**config.mk**
```make
export PLATFORM = sky130hd
export DESIGN_NAME = ram_arbiter
export DESIGN_NICKNAME = d
export VERILOG_FILES = /design/src/rtl/ram_arbiter.sv
export SDC_FILE = /design/constraint.sdc
export NUM_CORES = 1
export LEC_CHECK = 0
export ABC_CLOCK_PERIOD_IN_PS = 2450
export CAP_MARGIN = 20
export CORE_MARGIN = 2
export CORE_UTILIZATION = 25
export DETAILED_ROUTE_END_ITERATION = 8
export GPL_ROUTABILITY_DRIVEN = 0
export PLACE_DENSITY = 0.86
export SYNTH_ARGS = -nofsm -noshare
export SYNTH_HDL_FRONTEND = slang
export SYNTH_SLANG_ARGS = --single-unit
```
**constraint.sdc**
```tcl
create_clock -name clka -period 2.45 [get_ports clka]
set_clock_uncertainty 0.1 [all_clocks]
set_input_delay 0.49 -clock clka [delete_from_list [all_inputs] [get_ports clka]]
set_output_delay 0.49 -clock clka [all_outputs]
set_load 0.005 [all_outputs]
```
**src/rtl/ram_arbiter.sv**
```systemverilog
// ram_arbiter: shares one simple-dual-port block RAM between two readers and two writers.
// The read and write ports are arbitrated independently. Grants are combinational. The
// return path follows the RAM's fixed read latency through a valid/id pipeline.
// Optional feature: define RAM_ARB_RR_EN for round-robin arbitration on each port.
// When it is undefined, requester 0 has fixed priority over requester 1.
module ram_arbiter #(
    parameter int ADDR_W = 9,
    parameter int DATA_W = 16,
    parameter int RD_LAT = 2
) (
    input  logic              clka,
    input  logic              rst_n,
    // read requesters
    input  logic              r0_req,
    input  logic [ADDR_W-1:0] r0_addr,
    input  logic              r1_req,
    input  logic [ADDR_W-1:0] r1_addr,
    output logic              r0_gnt,
    output logic              r1_gnt,
    output logic              r0_valid,
    output logic              r1_valid,
    output logic [DATA_W-1:0] r0_data,
    output logic [DATA_W-1:0] r1_data,
    // write requesters
    input  logic              w0_req,
    input  logic [ADDR_W-1:0] w0_addr,
    input  logic [DATA_W-1:0] w0_data,
    input  logic              w1_req,
    input  logic [ADDR_W-1:0] w1_addr,
    input  logic [DATA_W-1:0] w1_data,
    output logic              w0_gnt,
    output logic              w1_gnt,
    // RAM pins
    output logic [ADDR_W-1:0] ram_addra,
    output logic [DATA_W-1:0] ram_dina,
    output logic              ram_wea,
    output logic [ADDR_W-1:0] ram_addrb,
    output logic              ram_enb,
    output logic              ram_regceb,
    output logic              ram_rstb,
    input  logic [DATA_W-1:0] ram_doutb
);

    // Only a RAM without an output register (1) or with one (2) is supported.
    if (RD_LAT != 1 && RD_LAT != 2) begin : g_bad_lat
        $error("ram_arbiter: RD_LAT must be 1 or 2");
    end

    // Which requester wins a contested cycle on each port (0 or 1).
    logic rd_pref;
    logic wr_pref;

`ifdef RAM_ARB_RR_EN
    logic rd_ptr_q;
    logic rd_ptr_d;
    logic wr_ptr_q;
    logic wr_ptr_d;

    // After any grant, hand priority to the requester that did not win.
    always_comb begin
        rd_ptr_d = rd_ptr_q;
        wr_ptr_d = wr_ptr_q;
        if (r0_gnt || r1_gnt) begin
            rd_ptr_d = r0_gnt;
        end
        if (w0_gnt || w1_gnt) begin
            wr_ptr_d = w0_gnt;
        end
    end

    // Round-robin pointer registers; reset prefers requester 0.
    always_ff @(posedge clka or negedge rst_n) begin
        if (!rst_n) begin
            rd_ptr_q <= 1'b0;
            wr_ptr_q <= 1'b0;
        end else begin
            rd_ptr_q <= rd_ptr_d;
            wr_ptr_q <= wr_ptr_d;
        end
    end

    assign rd_pref = rd_ptr_q;
    assign wr_pref = wr_ptr_q;
`else
    assign rd_pref = 1'b0;
    assign wr_pref = 1'b0;
`endif

    // Read-port arbiter: single requester wins outright, contention resolved by rd_pref.
    always_comb begin
        r0_gnt = 1'b0;
        r1_gnt = 1'b0;
        if (rst_n) begin
            if (r0_req && r1_req) begin
                r0_gnt = ~rd_pref;
                r1_gnt = rd_pref;
            end else begin
                r0_gnt = r0_req;
                r1_gnt = r1_req;
            end
        end
    end

    // Write-port arbiter: same policy, independent of the read port.
    always_comb begin
        w0_gnt = 1'b0;
        w1_gnt = 1'b0;
        if (rst_n) begin
            if (w0_req && w1_req) begin
                w0_gnt = ~wr_pref;
                w1_gnt = wr_pref;
            end else begin
                w0_gnt = w0_req;
                w1_gnt = w1_req;
            end
        end
    end

    // RAM pin muxes. All pins are held at zero while reset is asserted.
    always_comb begin
        ram_addrb = '0;
        ram_enb   = 1'b0;
        ram_addra = '0;
        ram_dina  = '0;
        ram_wea   = 1'b0;
        if (rst_n) begin
            ram_addrb = r1_gnt ? r1_addr : r0_addr;
            ram_enb   = r0_gnt | r1_gnt;
            ram_addra = w1_gnt ? w1_addr : w0_addr;
            ram_dina  = w1_gnt ? w1_data : w0_data;
            ram_wea   = w0_gnt | w1_gnt;
        end
    end

    // In-flight read tracking: stage 0 takes this cycle's grant, later stages shift.
    logic [RD_LAT-1:0] pipe_vld_q;
    logic [RD_LAT-1:0] pipe_vld_d;
    logic [RD_LAT-1:0] pipe_id_q;
    logic [RD_LAT-1:0] pipe_id_d;

    // Next-state of the valid/id pipeline.
    always_comb begin
        pipe_vld_d    = pipe_vld_q;
        pipe_id_d     = pipe_id_q;
        pipe_vld_d[0] = r0_gnt | r1_gnt;
        pipe_id_d[0]  = r1_gnt;
        for (int k = 1; k < RD_LAT; k++) begin
            pipe_vld_d[k] = pipe_vld_q[k-1];
            pipe_id_d[k]  = pipe_id_q[k-1];
        end
    end

    // Pipeline registers; reset drops every in-flight read.
    always_ff @(posedge clka or negedge rst_n) begin
        if (!rst_n) begin
            pipe_vld_q <= '0;
            pipe_id_q  <= '0;
        end else begin
            pipe_vld_q <= pipe_vld_d;
            pipe_id_q  <= pipe_id_d;
        end
    end

    // Return path: RAM data is broadcast, the last stage picks the owner.
    assign r0_valid = pipe_vld_q[RD_LAT-1] & ~pipe_id_q[RD_LAT-1];
    assign r1_valid = pipe_vld_q[RD_LAT-1] &  pipe_id_q[RD_LAT-1];
    assign r0_data  = ram_doutb;
    assign r1_data  = ram_doutb;
    assign ram_rstb = ~rst_n;

    // The output register only exists on the two-cycle RAM; it loads one cycle after the read.
    if (RD_LAT == 2) begin : g_regce
        assign ram_regceb = pipe_vld_q[0];
    end else begin : g_no_regce
        assign ram_regceb = 1'b0;
    end

endmodule
```
---- After elaboration in Yosys (flattened, before gate mapping) ----
Cells that the tools add are included.
storage, ports and cells
  register bits ........................... 4
  word-level logic and storage cells ...... 26
  input bits .............................. 90
  output and inout bits ................... 76
cells by class
  mux-type cells .......................... 16
  reductions and logical operators ........ 2
  bitwise operators ....................... 6
operators by type and width
  cell                 count
  $mux W9              4
  $mux W16             2
  $mux W1              10
  $and A1 B1 Y1        2
  $logic_and A1 B1 Y1  2
  $not A1 Y1           2
  $or A1 B1 Y1         2

---- Depth between registers and ports, before layout ----
Gate-level depths: netlist (run 1).
  word-level depth ........................ 5
  gate-level depth with buffers ........... 4
  mapped depth without buffers ............ 2

---- Worst setup path after synthesis (run 1) ----
OpenSTA, ideal clock, no wires.
  kind .................................... input port to output port
  from .................................... in w1_req
  to ...................................... out ram_addra[0]
  required time ........................... 1860 ps
  stages on the path ...................... 4
  path slack .............................. 755 ps
  data arrival time ....................... 1105 ps
  path buffers ............................ 2
  path through ............................ nor2b_4 buf_6 buf_8 mux2i_1
between the ends
  word-level cells in the longest chain between the ends .. 5
ends and longest elaborated chain
  element              line  source
  start, declared      28    input logic w1_req,
  $logic_and A1 B1 Y1  109   if (w0_req && w1_req) begin
  $mux W1 (*)          109
  $mux W1 (*)          108   if (rst_n) begin
  $mux W9 (*)          129   ram_addra = w1_gnt ? w1_addr : w0_addr;
  $mux W9 (*)          126   if (rst_n) begin
  end, declared        34    output logic [ADDR_W-1:0] ram_addra,
Mark *: on every way between the ends. The rest lies on a longest branch, timed or not.

---- Worst setup path in the final report (run 1) ----
  from .................................... in r1_req
  to ...................................... out ram_addrb[4]
between the ends
  word-level cells in the longest chain between the ends .. 5
ends and longest elaborated chain
  element              line  source
  start, declared      16    input logic r1_req,
  $logic_and A1 B1 Y1  94    if (r0_req && r1_req) begin
  $mux W1 (*)          94
  $mux W1 (*)          93    if (rst_n) begin
  $mux W9 (*)          127   ram_addrb = r1_gnt ? r1_addr : r0_addr;
  $mux W9 (*)          126
  end, declared        37    output logic [ADDR_W-1:0] ram_addrb,
Marked as above.

==> flow_summary.yaml, run 1 <==
run_status:
  result_of_the_run: "finished, final reports clean"
job:
  max_cap_viol_count: 0
global_route:
  grt.total_usage: 0.1685
  first_global_vias: 1416
  grt_pass1_wl_um: 6851
  grt_start_max_net_pins: 40
  antenna_found_initial: 0
  grt.overflow.total: 0
detailed_routing:
  routedWlPerCell_um: 13.79
  drt_pass1_iterations: 4
  detail_route.drc_violations: 0
  detail_route.iter0.violations: 42
  detail_route.vias_per_cell: 4.333
  detailroute.via_count: 1352
  route.final.wire_length_um: 4301
  postRouteAntennaNets: 0
timing:
  timing.final.max_slew_violations: 0
  relSlewSlack: 0.8882
  timing.setup.tns_ns: 0
  achievable-frequency_ghz: 0.4145
  setup_violations: 0
  tightest_slew_ns: 0.1630
  period_share: 0.9846
  report.final.hold_viol_count: 0
  rsz0062_at_grt: "no"
  min_period_ns: 2.412
worst_setup_path:
  timing.critical_path.max_delay_family: "buffers and inverters"
  setup.reg_to_reg.worst_slack_ns: 1.85
  timing.critical_path.required_ns: 1.86
  cp.arrival_ns: 1.82
  path_max_fanout: 5
  worstPathCellList: "clkdlybuf4s50_1 > nor2b_4 > buf_4 > buf_6 > mux2i_1 > dlygate4sd2_1"
  kind_of_end_point_of_the_critical_path: "primary output"
  setup.worst_path.start_class: "input pin"
  critPathMaxStageDelay_ns: 0.50
  timing.setup.critical_path_class: "input pin to primary output"
  crit_slowest_cell: "sky130_fd_sc_hd__clkdlybuf4s50_1"
  critical_path.n_buffers_inverters: 4
pwr:
  peakVddDrop_mv: 0.1393
  leakage_uw: 0.001065
  power.share.sequential: 0.134
  p_int_uw: 389.5
  fin_total_pwr_uw: 534.3
  switching_share: 0.2711
  power_switching_uw: 144.8
  power-per-cell-area_nw_per_um2: 247.1
  power.share.clock: 0.252
  power_frac_comb: 0.614
synth:
  post_synth_instance_area_um2: 1110
  synthDistinctLibCells: 13
  ys_ff_latch: 4
  yosys-top-cells-area: "sky130_fd_sc_hd__mux2i_1 (31%), sky130_fd_sc_hd__nand2_1 (23%), sky130_fd_sc_hd__buf_4 (22%)"
  synthDominantCellAreaShare: 0.3067
  synth_top_family_by_area: "multiplexers"
  synth_seq_area_share: 0.09019
  synth_simple_gate_area_frac: 0.2988
  synth_nets: 254
  average_size_of_a_mapped_cell_um2: 6.767
  synth.yosys.warnings: 0
  post_synth_mux_area_share: 0.3067
  post_synth_fa_ha_maj_area_fraction: 0
  xor_xnor_share_of_the_synthesized_area: 0
  synth_compound_gate_area_share: 0
  synth_top_cell_by_area: "sky130_fd_sc_hd__mux2i_1"
  synthesis.instances: 164
clock_network:
  ctsRootBufferMaster: "sky130_fd_sc_hd__clkbuf_8"
  clk_pin_slew_worst_paths_ns: 0.03
  numCtsBuffers: 3
  clock_latency_reported_for_the_late_side_of_the_worst_skew_pair_ns: 0.21
  cts_tree: "built"
  hold_buffers: 0
  cts_buffer_depth: 2
  cts.htree.levels: 1
  numClockSinks: 4
final_layout:
  final_nets: 352
  diodes: 0
  proportion_of_layout_cells_with_a_drive_suffix_above_1: 0.1923
  area.growth.synth_to_final_pct: 94.81
worst_hold_path:
  hold_class: "input pin to asynchronous set/reset pin"
die:
  rows: 24
  num_io_pins: 166
  chipWidth_um: 70.63
  start_util: 0.2567
  dieHeight_um: 70.63
  floorplan.die_area_um2: 4988
  floorplan.core_area_um2: 4324
placed_design:
  place_hpwl_um: 3108
  io_buffers: 117
-- kinds of logic after synthesis --
| family | after synthesis |
|---|---|
| AND/OR/NAND/NOR | 81 |
| multiplexers | 34 |
| flip-flops | 4 |
| buffers and inverters | 45 |
-- timing repair --
item / 4_1_cts / 5_1_grt
gates resized for setup: 106 / 12
pin swaps: 0 / 0
setup buffers: 8 / 0
cloned: 2 / 1
endpoints found under the setup margin: 36 / 17
-- cells in the mapped netlist --
| library cell | count |
|---|---|
| sky130_fd_sc_hd__buf_8 | 1 |
| sky130_fd_sc_hd__buf_6 | 1 |
| sky130_fd_sc_hd__buf_2 | 8 |
| sky130_fd_sc_hd__buf_4 | 33 |
| sky130_fd_sc_hd__nor2b_4 | 1 |
| sky130_fd_sc_hd__mux2i_1 | 34 |
| sky130_fd_sc_hd__inv_1 | 1 |
| sky130_fd_sc_hd__buf_12 | 1 |
| sky130_fd_sc_hd__dfrtp_1 | 4 |
| sky130_fd_sc_hd__nand2_1 | 68 |
| sky130_fd_sc_hd__nor2_1 | 5 |
| sky130_fd_sc_hd__nor2b_1 | 2 |
| sky130_fd_sc_hd__and2_1 | 5 |
-- power by group through the flow --
stage / clock network, µW / registers [µW] / logic (µW)
2_1_floorplan: 0 / 71.8 / 151
3_3_place_gp: 0 / 71.6 / 336
3_5_place_dp: 0 / 72.1 / 342
4_1_cts: 137 / 71.4 / 328
5_1_grt: 140 / 71.7 / 356
6_report: 135 / 71.5 / 328
-- layer usage --
layer  global-route usage  part of all wire
met5                    0                 0
met4              0.05451             0.013
met3              0.04701             0.093
met1               0.1954              0.40
met2               0.2998              0.50
-- stage by stage --
| step | setup WS (ns) | util | instances | hold WS [ns] | area [µm²] |
|---|---|---|---|---|---|
| floorplan | 0.7548 | - | 164 | 0.09441 | 1110 |
| global placement | -0.2702 | 0.4902 | 299 | 0.2337 | 2120 |
| detailed placement | -0.2707 | 0.4902 | 299 | 0.2347 | 2120 |
| CTS | 0.02704 | 0.4974 | 312 | 0.1753 | 2151 |
| global route | 0.0004657 | 0.5000 | 312 | 0.1888 | 2162 |
| finish | 0.03770 | 0.5000 | 312 | 0.1676 | 2162 |
-- state kept, by name, summed over array words and instances (netlist names) --
| register | cells |
|---|---|
| pipe_id_q | 2 |
| pipe_vld_q | 2 |
-- final timing paths --
path | startpoint | to | depth (start not counted)
max in group asynchronous | rst_n | pipe_vld_q[0] | 2
min in group clka | pipe_id_q[0] | pipe_id_q[1] | 0
min | rst_n | pipe_vld_q[1] | 2
max | r1_req | ram_addrb[4] | 6
max reg2reg | pipe_vld_q[0] | pipe_vld_q[1] | 0
min reg2reg | pipe_id_q[0] | pipe_id_q[1] | 0
-- cell type report --
| class | instances | area [µm²] |
|---|---|---|
| repair buffers | 137 | 1269 |
| clock buffers | 3 | 41.29 |
| multi-input cells | 115 | 683.2 |
| well taps | 52 | 65.06 |
| inverters | 1 | 3.754 |
| flip-flops and latches | 4 | 100.1 |
| fillers | 426 | 2162 |
-- cells in the final DEF (no fill, tap or decap), types with 4 or more instances in the layout --
cell	count
sky130_fd_sc_hd__buf_4	11
sky130_fd_sc_hd__dlygate4sd2_1	11
sky130_fd_sc_hd__mux2i_1	33
sky130_fd_sc_hd__dfrtp_1	4
sky130_fd_sc_hd__buf_2	22
sky130_fd_sc_hd__and2_1	5
sky130_fd_sc_hd__nor2_1	5
sky130_fd_sc_hd__nand2_1	68
sky130_fd_sc_hd__buf_6	5
sky130_fd_sc_hd__clkdlybuf4s50_1	77
No activity file was read; power rests on OpenSTA's default activity.
==> run 2: changes to the inputs <==
--- a/config.mk
+++ b/config.mk
@@ -7,7 +7,6 @@
 export LEC_CHECK = 0
 export ABC_CLOCK_PERIOD_IN_PS = 2450
 export CAP_MARGIN = 20
-export CORE_MARGIN = 2
 export CORE_UTILIZATION = 25
 export DETAILED_ROUTE_END_ITERATION = 8
 export GPL_ROUTABILITY_DRIVEN = 0
==> run 2 against run 1 <==
Compared with the run above:
- register-to-register slack improved by 0.02 ns
- sequential power down 0.7%
- sequential share of layout area is 0.057 points higher
- global-route usage is 1.0 points lower
- clock power hardly changed
- sequential cell count unchanged
- die area down 5.6%
- final area down 1.2%
- core utilization grew 1.5 points
- critical path type unchanged
- largest power group unchanged
==> flow_summary.yaml, run 2 (same netlist as run 1, synthesis figures left out) <==
die:
  dieHeight_um: 68.63
  floorplan.core_area_um2: 4144
  chipWidth_um: 68.63
  num_io_pins: 166
  floorplan.die_area_um2: 4709
  start_util: 0.2678
  rows: 23
detailed_routing:
  detail_route.drc_violations: 0
  detailroute.via_count: 1342
  drt_pass1_iterations: 4
  postRouteAntennaNets: 0
  routedWlPerCell_um: 13.35
  detail_route.iter0.violations: 48
  detail_route.vias_per_cell: 4.386
  route.final.wire_length_um: 4086
pwr:
  p_int_uw: 387.6
  power_switching_uw: 142.4
  power.share.sequential: 0.134
  peakVddDrop_mv: 0.1759
  switching_share: 0.2687
  power.share.clock: 0.257
  leakage_uw: 0.001036
  power-per-cell-area_nw_per_um2: 248.2
  power_frac_comb: 0.609
job:
  max_cap_viol_count: 0
clock_network:
  numClockSinks: 4
  cts_buffer_depth: 2
  cts.htree.levels: 1
  numCtsBuffers: 3
  ctsRootBufferMaster: "sky130_fd_sc_hd__clkbuf_8"
  clock_latency_reported_for_the_late_side_of_the_worst_skew_pair_ns: 0.21
  cts_tree: "built"
  clk_pin_slew_worst_paths_ns: 0.03
worst_setup_path:
  timing.critical_path.required_ns: 1.86
  timing.critical_path.max_delay_family: "buffers and inverters"
  worstPathCellList: "clkdlybuf4s50_1 > nor2b_4 > buf_4 > buf_12 > mux2i_1 > clkdlybuf4s15_1"
  cp.arrival_ns: 1.81
  critical_path.n_buffers_inverters: 4
  path_max_fanout: 6
  setup.worst_path.start_class: "input pin"
  crit_slowest_cell: "sky130_fd_sc_hd__clkdlybuf4s50_1"
  kind_of_end_point_of_the_critical_path: "primary output"
  timing.setup.critical_path_class: "input pin to primary output"
  critPathMaxStageDelay_ns: 0.47
placed_design:
  place_hpwl_um: 3086
  post-place-cells: 296
  io_buffers: 117
final_layout:
  most_common_library_cell_in_the_layout_ignoring_fill_and_taps: "sky130_fd_sc_hd__clkdlybuf4s50_1"
  proportion_of_layout_cells_with_a_drive_suffix_above_1: 0.1797
  diodes: 0
  finish.cell_count_without_fillers: 306
  post-route-util: 0.5154
  filler_cell_count: 420
  final_nets: 348
  mostFrequentLayoutCells: "sky130_fd_sc_hd__clkdlybuf4s50_1 (79), sky130_fd_sc_hd__nand2_1 (68), sky130_fd_sc_hd__mux2i_1 (33)"
  area.growth.synth_to_final_pct: 92.45
  largest_regs: "pipe_id_q x2, pipe_vld_q x2"
run_status:
  result_of_the_run: "finished, final reports clean"
global_route:
  grt.total_usage: 0.1581
  grt_start_max_net_pins: 40
  grt.overflow.total: 0
  first_global_vias: 1152
  antenna_found_initial: 0
  grt_pass1_wl_um: 5457
timing:
  achievable-frequency_ghz: 0.4170
  report.final.hold_viol_count: 0
  timing.setup.tns_ns: 0
  relSlewSlack: 0.8972
  min_period_ns: 2.398
  timing.final.max_slew_violations: 0
  setup_violations: 0
  tightest_slew_ns: 0.1500
  rsz0062_at_grt: "yes"
  period_share: 0.9789
worst_hold_path:
  hold_class: "input pin to asynchronous set/reset pin"
[run 2: stage by stage]
stage,setup slack (ns),hold WS [ns],instance area (µm²),power (µW)
2_1_floorplan,0.7548,0.09441,1110,223.2
3_3_place_gp,-0.2405,0.2338,2110,404.6
3_5_place_dp,-0.2463,0.2362,2110,410.9
4_1_cts,0.01198,0.1715,2181,543.3
5_1_grt,-0.02916,0.1859,2136,570.1
6_report,0.05169,0.1725,2136,530.0
[run 2: repair_timing]
action,4_1_cts,5_1_grt
endpoints found under the setup margin,36,19
cloned,2,0
hold buffers,0,0
buffers inserted,6,0
resized for setup,87,22
[run 2: power groups by stage]
stage                     Clock (µW)  Combinational, µW  Sequential [µW]
after floorplan                    0                151             71.8
after global placement             0                333             71.6
after detailed placement           0                339             71.9
after CTS                        140                332             71.1
after global routing             145                354             71.3
final                            136                323             71.0
[run 2: final cells by class]
cell class | count | area, µm² | area share
clock buffer | 3 | 41.29 | 0.01933
inverter | 1 | 3.754 | 0.001757
multi-input combinational | 115 | 683.2 | 0.3199
sequential | 4 | 100.1 | 0.04687
tap | 50 | 62.56 | 0.02929
timing repair buffer | 133 | 1245 | 0.5829
[run 2: path summary, 6_finish.rpt]
path,start,end,slack (ns),cells after the start
min in group clka,pipe_id_q[0],pipe_id_q[1],0.24,0
min,rst_n,pipe_vld_q[0],0.17,2
max in group asynchronous,rst_n,pipe_id_q[1],1.92,2
min reg2reg,pipe_id_q[0],pipe_id_q[1],0.24,0
max reg2reg,pipe_vld_q[0],pipe_vld_q[1],1.87,0
max,w0_req,ram_dina[8],0.05,6
[run 2: routing by layer]
layer	global-route usage	up-vias	routed length, µm
met5	0	-	0
li1	-	670	-
met2	0.2990	59	2069
met3	0.05592	9	503
met1	0.1614	604	1459
met4	0.04427	0	54
